[src/rtl/alu_pkg.sv]
// Shared definitions for the time-multiplexed ALU: funct codes, ALU operation
// codes, scheduler state encoding and the ALUOp/Funct decoder.
package alu_pkg;

    localparam logic [5:0] F_ADD = 6'd32;
    localparam logic [5:0] F_SUB = 6'd34;
    localparam logic [5:0] F_AND = 6'd36;
    localparam logic [5:0] F_OR  = 6'd37;
    localparam logic [5:0] F_SLT = 6'd42;
    localparam logic [5:0] F_SLL = 6'd0;
    localparam logic [5:0] F_SRL = 6'd2;

    localparam logic [2:0] ALU_ADD = 3'b010;
    localparam logic [2:0] ALU_SUB = 3'b110;
    localparam logic [2:0] ALU_AND = 3'b000;
    localparam logic [2:0] ALU_OR  = 3'b001;
    localparam logic [2:0] ALU_SLT = 3'b111;
    localparam logic [2:0] ALU_SLL = 3'b100;
    localparam logic [2:0] ALU_SRL = 3'b101;

    typedef enum logic [1:0] {
        ST_IDLE = 2'b00,
        ST_EXEC = 2'b01,
        ST_RESP = 2'b10
    } state_t;

    typedef struct packed {
        logic       legal;
        logic [2:0] op;
    } dec_t;

    // Illegal encodings fall back to ALU_ADD with legal=0 so the datapath never
    // sees an undefined opcode; the caller forces the result to zero.
    function automatic dec_t alu_decode(input logic [1:0] aluop, input logic [5:0] funct);
        dec_t d;
        d.legal = 1'b1;
        d.op    = ALU_ADD;
        case (aluop)
            2'b00: d.op = ALU_ADD;
            2'b01: d.op = ALU_SUB;
            2'b10: begin
                case (funct)
                    F_ADD:   d.op = ALU_ADD;
                    F_SUB:   d.op = ALU_SUB;
                    F_AND:   d.op = ALU_AND;
                    F_OR:    d.op = ALU_OR;
                    F_SLT:   d.op = ALU_SLT;
                    F_SLL:   d.op = ALU_SLL;
                    F_SRL:   d.op = ALU_SRL;
                    default: d.legal = 1'b0;
                endcase
            end
            default: d.legal = 1'b0;
        endcase
        return d;
    endfunction

endpackage

[src/rtl/rr_arbiter.sv]
// Combinational round-robin arbiter: the first requester after ptr (modulo
// NCORE) wins. Shared with the memory-port scheduler.
module rr_arbiter #(
    parameter int NCORE = 4,
    parameter int IW    = (NCORE > 1) ? $clog2(NCORE) : 1
) (
    input  logic [NCORE-1:0] req,
    input  logic [IW-1:0]    ptr,
    output logic [NCORE-1:0] gnt,
    output logic [IW-1:0]    idx
);

    logic [IW-1:0] cand_s;
    logic [IW-1:0] idx_s;

    // Scan from the farthest candidate to the nearest so the closest requester after ptr wins.
    always_comb begin
        idx_s  = '0;
        cand_s = '0;
        for (int k = NCORE; k >= 1; k--) begin
            cand_s = IW'((int'(ptr) + k) % NCORE);
            idx_s  = req[cand_s] ? cand_s : idx_s;
        end
    end

    assign idx = idx_s;
    assign gnt = (|req) ? ({{(NCORE-1){1'b0}}, 1'b1} << idx_s) : {NCORE{1'b0}};

endmodule

[src/rtl/shared_alu_sched.sv]
// One ALU shared by NCORE cores: round-robin pick in IDLE, execute on latched
// operands in EXEC, one-cycle done pulse to the served core in RESP.
module shared_alu_sched
    import alu_pkg::*;
#(
    parameter int NCORE = 4,
    parameter int WIDTH = 32
) (
    input  logic                   clk,
    input  logic                   reset,
    input  logic [NCORE-1:0]       req,
    input  logic [2*NCORE-1:0]     aluop,
    input  logic [6*NCORE-1:0]     funct,
    input  logic [5*NCORE-1:0]     shamt,
    input  logic [WIDTH*NCORE-1:0] opa,
    input  logic [WIDTH*NCORE-1:0] opb,
    output logic [NCORE-1:0]       gnt,
    output logic [NCORE-1:0]       done,
    output logic [WIDTH-1:0]       result,
    output logic                   zero,
    output logic                   err,
    output logic                   busy
);

    localparam int IW = (NCORE > 1) ? $clog2(NCORE) : 1;

    state_t             state_r, state_nxt;
    logic [IW-1:0]      ptr_r, idx_r, arb_idx_s;
    logic [NCORE-1:0]   arb_gnt_s, gnt_r, done_r;
    logic [1:0]         aluop_r;
    logic [5:0]         funct_r;
    logic [4:0]         shamt_r;
    logic [WIDTH-1:0]   opa_r, opb_r, result_r, alu_raw_s, alu_out_s;
    logic               zero_r, err_r, busy_r;
    dec_t               dec_s;

    logic [1:0]         aluop_arr_s [NCORE];
    logic [5:0]         funct_arr_s [NCORE];
    logic [4:0]         shamt_arr_s [NCORE];
    logic [WIDTH-1:0]   opa_arr_s   [NCORE];
    logic [WIDTH-1:0]   opb_arr_s   [NCORE];

    for (genvar i = 0; i < NCORE; i++) begin : g_unpack
        assign aluop_arr_s[i] = aluop[2*i +: 2];
        assign funct_arr_s[i] = funct[6*i +: 6];
        assign shamt_arr_s[i] = shamt[5*i +: 5];
        assign opa_arr_s[i]   = opa[WIDTH*i +: WIDTH];
        assign opb_arr_s[i]   = opb[WIDTH*i +: WIDTH];
    end

    rr_arbiter #(.NCORE(NCORE), .IW(IW)) u_arb (
        .req (req),
        .ptr (ptr_r),
        .gnt (arb_gnt_s),
        .idx (arb_idx_s)
    );

    // State register.
    always_ff @(posedge clk) begin
        if (!reset) begin
            state_r <= ST_IDLE;
        end else begin
            state_r <= state_nxt;
        end
    end

    // Next-state logic: only IDLE waits, EXEC and RESP last exactly one cycle.
    always_comb begin
        state_nxt = state_r;
        case (state_r)
            ST_IDLE: state_nxt = (|req) ? ST_EXEC : ST_IDLE;
            ST_EXEC: state_nxt = ST_RESP;
            ST_RESP: state_nxt = ST_IDLE;
            default: state_nxt = ST_IDLE;
        endcase
    end

    // ALU on the latched operands; illegal ops are forced to zero so no X escapes.
    always_comb begin
        dec_s     = alu_decode(aluop_r, funct_r);
        alu_raw_s = '0;
        case (dec_s.op)
            ALU_ADD: alu_raw_s = opa_r + opb_r;
            ALU_SUB: alu_raw_s = opa_r - opb_r;
            ALU_AND: alu_raw_s = opa_r & opb_r;
            ALU_OR:  alu_raw_s = opa_r | opb_r;
            ALU_SLT: alu_raw_s = {{(WIDTH-1){1'b0}}, ($signed(opa_r) < $signed(opb_r))};
            ALU_SLL: alu_raw_s = opb_r << shamt_r;
            ALU_SRL: alu_raw_s = opb_r >> shamt_r;
            default: alu_raw_s = '0;
        endcase
        alu_out_s = dec_s.legal ? alu_raw_s : {WIDTH{1'b0}};
    end

    // Operand capture, registered outputs and round-robin pointer update.
    always_ff @(posedge clk) begin
        if (!reset) begin
            ptr_r    <= IW'(NCORE - 1);
            idx_r    <= '0;
            aluop_r  <= 2'b00;
            funct_r  <= 6'd0;
            shamt_r  <= 5'd0;
            opa_r    <= '0;
            opb_r    <= '0;
            gnt_r    <= '0;
            done_r   <= '0;
            result_r <= '0;
            zero_r   <= 1'b0;
            err_r    <= 1'b0;
            busy_r   <= 1'b0;
        end else begin
            case (state_r)
                ST_IDLE: begin
                    done_r <= '0;
                    if (|req) begin
                        idx_r   <= arb_idx_s;
                        aluop_r <= aluop_arr_s[arb_idx_s];
                        funct_r <= funct_arr_s[arb_idx_s];
                        shamt_r <= shamt_arr_s[arb_idx_s];
                        opa_r   <= opa_arr_s[arb_idx_s];
                        opb_r   <= opb_arr_s[arb_idx_s];
                        gnt_r   <= arb_gnt_s;
                        busy_r  <= 1'b1;
                    end else begin
                        gnt_r  <= '0;
                        busy_r <= 1'b0;
                    end
                end
                ST_EXEC: begin
                    result_r <= alu_out_s;
                    zero_r   <= (alu_out_s == {WIDTH{1'b0}});
                    err_r    <= ~dec_s.legal;
                    gnt_r    <= '0;
                    done_r   <= {{(NCORE-1){1'b0}}, 1'b1} << idx_r;
                    busy_r   <= 1'b1;
                end
                ST_RESP: begin
                    ptr_r  <= idx_r;
                    done_r <= '0;
                    busy_r <= 1'b0;
                end
                default: begin
                    gnt_r  <= '0;
                    done_r <= '0;
                    busy_r <= 1'b0;
                end
            endcase
        end
    end

    assign gnt    = gnt_r;
    assign done   = done_r;
    assign result = result_r;
    assign zero   = zero_r;
    assign err    = err_r;
    assign busy   = busy_r;

endmodule

[config.mk]
export PLATFORM = sky130hd
export DESIGN_NAME = shared_alu_sched
export DESIGN_NICKNAME = d
export VERILOG_FILES = /design/src/rtl/alu_pkg.sv /design/src/rtl/rr_arbiter.sv /design/src/rtl/shared_alu_sched.sv
export SDC_FILE = /design/constraint.sdc
export NUM_CORES = 1
export LEC_CHECK = 0
export ABC_AREA = 1
export CORE_ASPECT_RATIO = 0.75
export CORE_MARGIN = 2
export CORE_UTILIZATION = 34
export CTS_CLUSTER_SIZE = 25
export DETAILED_ROUTE_END_ITERATION = 10
export HOLD_SLACK_MARGIN = 0.08
export PLACE_DENSITY = 0.6
export SLEW_MARGIN = 20
export SYNTH_ARGS = -nofsm -noshare
export SYNTH_HDL_FRONTEND = slang
export SYNTH_HIERARCHICAL = 1
export SYNTH_SLANG_ARGS = --single-unit
[constraint.sdc]
create_clock -name clk -period 3.57 [get_ports clk]
set_clock_uncertainty 0.1 [all_clocks]
set_input_delay 0.5355 -clock clk [delete_from_list [all_inputs] [get_ports clk]]
set_output_delay 0.5355 -clock clk [all_outputs]
set_load 0.005 [all_outputs]
Word level (Yosys, flattened, before mapping)
Index checks and enable logic that the tools add are counted.
{"block": "word_totals", "regBits": 126, "inputBits": 314, "output_inout_bits": 43, "word_cells": 99}
{"block": "op_classes", "n_addsub": 6, "n_lt_le_gt_ge": 6, "eq_ne": 16, "shift": 4, "mux": 39, "bitwise_logic": 4, "n_reduce_logical": 10}
{"cell": "32-bit one-hot mux with 7 select lines", "n": 1}
{"cell": "32-bit two-way mux", "n": 5}
{"cell": "32-bit binary-select mux with 2-bit select", "n": 2}
{"cell": "32-bit adder", "n": 1}
{"cell": "32-bit bitwise AND", "n": 1}
{"cell": "32-bit zero test", "n": 1}
{"cell": "32-bit less-than comparator", "n": 1}
{"cell": "32-bit OR", "n": 1}
{"cell": "32-bit by 5-bit << shifter with 32-bit output", "n": 1}
{"cell": "32-bit by 5-bit right shift with 32-bit output", "n": 1}
{"cell": "32-bit subtractor", "n": 1}
{"cell": "6-bit equality test (second input constant)", "n": 5}
{"cell": "3-bit one-hot mux with 6 select lines", "n": 1}
{"cell": "6-bit binary-select mux with 2-bit select", "n": 1}
{"cell": "3-bit equality test (second input constant)", "n": 4}
{"cell": "2-bit by 3-bit less-than comparator with 1-bit output (second input constant)", "n": 4}
{"cell": "2-bit two-way mux", "n": 6}
{"cell": "6-bit two-way mux", "n": 2}
{"cell": "5-bit binary-select mux with 2-bit select", "n": 1}
{"cell": "5-bit two-way mux", "n": 2}
{"cell": "1-bit binary-select mux with 2-bit select", "n": 4}
{"cell": "4-bit one-hot mux with 2 select lines", "n": 1}
{"cell": "1-bit by 2-bit << shifter with 4-bit output (first input constant)", "n": 2}
{"cell": "1-bit two-way mux", "n": 7}
{"cell": "other kinds (22)", "n": 29}

Depth between registers and ports, before layout
{"block": "logic_depth", "word_depth": 11, "mapped_depth": 25, "mapped_depth_nobuf": 25}

Cells and area by module
Netlist, hierarchy kept.
{"mod": "shared_alu_sched", "n_inst": 1, "cells_per_inst": 3110, "area_per_inst_um2": 16445.8, "seq_area_each_um2": 2522.4}
{"mod": "rr_arbiter", "n_inst": 1, "cells_per_inst": 52, "area_per_inst_um2": 275.3, "seq_area_each_um2": 0.0}

Worst setup path after synthesis
Ideal clock, no wire load.
{"block": "synth_path", "path_type": "input port to flip-flop", "from": "input req[3]", "to": "register opa_r[14]", "setup_time_ps": 86, "arrival_time_ps": 2348, "required_ps": 3384, "setup_slack_ps": 1036, "path_stages": 16, "path_buffers": 3, "cell_sequence": "inv_1 nand2_1 nand3_1 nand2_1 inv_1 nand2_2 nand3_2 nand2_4 inv_1 clkbuf_1 clkbuf_1 clkbuf_1 nor2_1 o22ai_1 nor2_1 a211oi_1"}
{"block": "synth_between", "elab_chain_len": 10, "elab_cells_between_ends": 18, "classes_between": "mux (15); bitwise (1); reduce/logical (2)"}
{"item": "from (decl)", "line_no": "shared_alu_sched.sv:11", "text": "input logic [NCORE-1:0] req,"}
{"item": "1-bit binary-select mux with 2-bit select", "line_no": "rr_arbiter.sv:22", "text": "idx_s = req[cand_s] ? cand_s : idx_s;"}
{"item": "1-bit two-way mux (not written as such)", "line_no": "rr_arbiter.sv:22"}
{"item": "2-bit two-way mux (3 in a row)", "line_no": "rr_arbiter.sv:22"}
{"item": "2-bit two-way mux *", "line_no": "rr_arbiter.sv:22"}
{"item": "via arb_idx_s[0]", "line_no": "shared_alu_sched.sv:28", "text": "logic [IW-1:0] ptr_r, idx_r, arb_idx_s;"}
{"item": "2-bit NOT with 3-bit output (not written as such) *", "line_no": "shared_alu_sched.sv:120", "text": "opa_r <= opa_arr_s[arb_idx_s];"}
{"item": "32-bit binary-select mux with 2-bit select *", "line_no": "shared_alu_sched.sv:120"}
{"item": "32-bit two-way mux (not written as such) * (2 in a row)", "line_no": "shared_alu_sched.sv:120"}
{"item": "to (signal assigned)", "line_no": "shared_alu_sched.sv:120"}
{"item": "to (decl)", "line_no": "shared_alu_sched.sv:33", "text": "logic [WIDTH-1:0] opa_r, opb_r, result_r, alu_raw_s, alu_out_s;"}
The timed path passes the listed nets; every way through them passes the cells marked *. The select of a mux whose other input is x is not followed.
A chain may end at the register's enable or synchronous reset.

Worst setup path after layout
{"block": "layout_path", "from": "register opb_r[19]", "to": "register zero_r (netlist: zero)"}
{"block": "layout_between", "elab_chain_len": 4, "elab_cells_between_ends": 10, "classes_between": "add/sub (2); order compare (1); shift (2); mux (2); bitwise (2); reduce/logical (1)"}
{"item": "from (decl)", "line_no": "shared_alu_sched.sv:33"}
{"item": "from (signal assigned)", "line_no": "shared_alu_sched.sv:121", "text": "opb_r <= opb_arr_s[arb_idx_s];"}
{"item": "32-bit subtractor, or another cell as far along", "line_no": "shared_alu_sched.sv:84", "text": "ALU_SUB: alu_raw_s = opa_r - opb_r;"}
{"item": "32-bit one-hot mux with 7 select lines *", "line_no": "shared_alu_sched.sv:82", "text": "case (dec_s.op)"}
{"item": "32-bit two-way mux *", "line_no": "shared_alu_sched.sv:92", "text": "alu_out_s = dec_s.legal ? alu_raw_s : {WIDTH{1'b0}};"}
{"item": "32-bit zero test *", "line_no": "shared_alu_sched.sv:131", "text": "zero_r <= (alu_out_s == {WIDTH{1'b0}});"}
{"item": "to (signal assigned)", "line_no": "shared_alu_sched.sv:131"}
{"item": "to (decl)", "line_no": "shared_alu_sched.sv:34", "text": "logic zero_r, err_r, busy_r;"}
Mark *: on every way between the ends. The rest lies on a longest branch, timed or not.

==> reports/qor.csv <==
stage;metric;value;unit
global_route;grt_pass1_vias;20700;
final_layout;layout_commonest_cell;nand2_1;
floorplan;core;0.0487;sq mm
final_layout;drive_above_1_share;7.02;%
global_route;antenna_found_initial;5;
logic_synthesis;yosys.area.top_type_share;18.6;%
status;status;complete, no violations;
global_route;overflow;0;
timing;setup_viol;0;
pwr;p_int;5.52;mW
clocking;post_cts_buffers;0;
clocking;clock-root-buffer;clkbuf_16;
timing;rsz0062_at_grt;no;
timing;fmax;0.297;GHz
pwr;seq_power_share;15.1;%
detailed_routing;avgViaCountPerCell;5.42;
worst_setup_path;start_kind;register;
floorplan;die_area;0.0510;sq mm
clocking;htreeDepth;4;
placement;dp_hpwl;72.4;mm
floorplan;die_h;196;um
timing;tightest_slew;1.05;ns
clocking;cts_resized;0;
pwr;cellLeakagePower;10.6;nW
worst_setup_path;worst-setup-path-type;register to register;
worst_setup_path;cp.required;3.86;ns
final_layout;nFillCells;5480;
pwr;power.share.combinational;70.4;%
logic_synthesis;syn-num-nets;3585;
run;maxCapViolations;0;
logic_synthesis;seq_area_frac_synth;15.1;%
timing;hold_slack;0.397;ns
detailed_routing;wl;88.5;mm
worst_setup_path;worstPathMaxFanout;5;
clocking;cts_tree;yes;
detailed_routing;first_iter_violations;3015;
global_route;grt_max_degree;88;
logic_synthesis;yosys_warnings;6;
logic_synthesis;ys.flop_type;dfxtp_1;
detailed_routing;vias;22600;
global_route;grt_pass1_wl;130;mm
logic_synthesis;synthArstFlopShare;0;%
timing;hold_viol;0;
detailed_routing;drc_errors;0;
final_layout;area_growth;33.1;%
logic_synthesis;synth_cell_types;50;
timing;slew_violations;0;
timing;max_slew_margin;30.1;%
logic_synthesis;syn_area_per_cell;5.29;sq um
final_layout;layout_common_cells;nand2_1 (829), nor2_1 (609), clkdlybuf4s50_1 (355);
clocking;ctsHoldBuffers;0;
worst_setup_path;arrival;3.66;ns
placement;io_buffers;356;
detailed_routing;wire_per_inst;21.2;um
pwr;power_density;543;mW/mm^2
timing;finalSetupTns;0;ns
detailed_routing;first_pass_iters;6;
floorplan;rows;70;
logic_synthesis;synth_area_leaders;nand2_1 (19%), dfxtp_1 (15%), nor2_1 (14%), o21ai_0 (9.3%), nand3_1 (8.7%);
placement;gp_congestion;1.04;
pwr;clkPwrFrac;14.5;%
floorplan;die_w;260;um
pwr;vdd_ir_drop_max;0.000364;V
global_route;grt_usage;34.0;%
clocking;clk_path_buf_depth;2;
min_path;hold_class;register to register;
logic_synthesis;syn-cell-area;0.0167;sq mm
clocking;cts_buffers;17;
logic_synthesis;synth_seq_cells;126;
clocking;path_clk_slew;0.06;ns
logic_synthesis;yosysTopAreaCell;nand2_1;
detailed_routing;ant_nets;0;
floorplan;start_util;34.3;%
pwr;p_sw_share;54.3;%
logic_synthesis;synth_edf_count;0;
logic_synthesis;synthCells;3162;
timing;min_period;3.37;ns
final_layout;nets;3932;
floorplan;io_pins;357;
clocking;clock_sinks;126;
pwr;power.switching;6.56;mW
clocking;clk_latency;0.48;ns
worst_setup_path;crit_path_end_kind;register;
timing;fin_crit_sh;94.4;%
registers in the layout (all words and copies together), names as in the netlist, 2 cells and up:
| register | count |
|---|---|
| done | 4 |
| gnt | 4 |
| state_r | 2 |
| aluop_r | 2 |
| opa_r | 32 |
| opb_r | 32 |
| shamt_r | 5 |
| funct_r | 6 |
| result | 32 |
| idx_r | 2 |
| ptr_r | 2 |
synth_stat cells, types with 2 or more instances:
cell type  count
nand2_2       16
fa_1           2
a211oi_1      24
buf_6          3
and2_1         5
xnor2_1        3
nor2_2         5
nand2_4        2
a21oi_1      104
nand4_1       32
o22ai_1       24
o211ai_1       6
o21ai_0      310
buf_4          3
dfxtp_1      126
xor2_1        24
o21bai_1       5
nor2_1       612
inv_1        301
buf_1         19
nor4_1         3
nand3_2        4
o21a_1         3
a31oi_1       54
buf_2         44
o21ai_1       25
nand2_1      829
nand3_1      291
a32o_1         4
ha_1         107
inv_2         13
nor3_1        21
clkbuf_1     119
clkinv_1       3
power by group through the flow:
stage / clock [mW] / combinational, mW / sequential (mW)
6_report: 1.76 / 8.50 / 1.83
5_1_grt: 1.83 / 9.25 / 1.84
4_1_cts: 1.77 / 8.23 / 1.81
3_5_place_dp: 0 / 8.19 / 1.84
3_3_place_gp: 0 / 8.26 / 1.83
2_1_floorplan: 0 / 4.96 / 1.82
metal layers:
| metal | vias to the layer above | GRT usage (%) | share of wire (%) |
|---|---|---|---|
| met4 | 2 | 10.6 | 2.9 |
| met5 | - | 0 | 0.018 |
| met2 | 1270 | 48.6 | 40 |
| met3 | 128 | 8.13 | 12 |
| li1 | 10900 | - | - |
| met1 | 10300 | 49.6 | 45 |
layout make-up:
type | count | area, sq um | area share (%)
Timing Repair Buffer | 517 | 4940 | 22.2
Antenna cell | 2 | 5.00 | 0.0225
Clock buffer | 24 | 492 | 2.21
Inverter | 318 | 1200 | 5.41
Sequential cell | 126 | 2530 | 11.4
Clock inverter | 6 | 60.1 | 0.270
Multi-Input combinational cell | 2529 | 12200 | 54.9
Tap cell | 648 | 811 | 3.64
critical path, stage by stage (launching register included):
cell and delay (ns):
dfxtp_1 0.34, inv_1 0.11, ha_1 0.58, inv_1 0.17, a21oi_1 0.24, nand2_1 0.12
a21oi_1 0.24, nor2_1 0.07, nor2_1 0.19, nand2_1 0.10, nand2_1 0.06, o21ai_0 0.09
buf_4 0.14, nand2_1 0.05, nand3_1 0.17, o21ai_1 0.17, nand2_1 0.07, nor2_1 0.09
nand3_1 0.09, a21oi_1 0.12
per-stage QoR:
step	instance area, sq um	power (mW)	util, %	setup WS (ns)	cells
2_1_floorplan	16700	6.78	-	1.04	3162
3_3_place_gp	21700	10.1	44.6	0.219	4138
3_5_place_dp	21700	10.0	44.6	0.221	4138
4_1_cts	22300	11.8	45.7	0.329	4168
5_1_grt	22300	12.9	45.7	0.00892	4170
6_report	22300	12.1	45.7	0.200	4170
logic make-up after synthesis:
logic type / count (synthesis) / share of synthesized area (%)
flops: 126 / 15.1
fa+ha+maj: 109 / 8.25
compound gates: 566 / 18.4
buf+inv: 507 / 12.0
simple gates: 1826 / 44.8
xor+xnor: 27 / 1.41
mux: 1 / 0.0599
worst paths after layout:
kind	startpoint	end	slack, ns	cells after the start
worst min-delay path	gnt[3]	gnt[3]	0.40	1
worst min register to register	gnt[3]	gnt[3]	0.40	1
worst max register to register	opb_r[19]	zero	0.20	19
worst max-delay path	opb_r[19]	zero	0.20	19
Power figures use the tool's default switching activity.
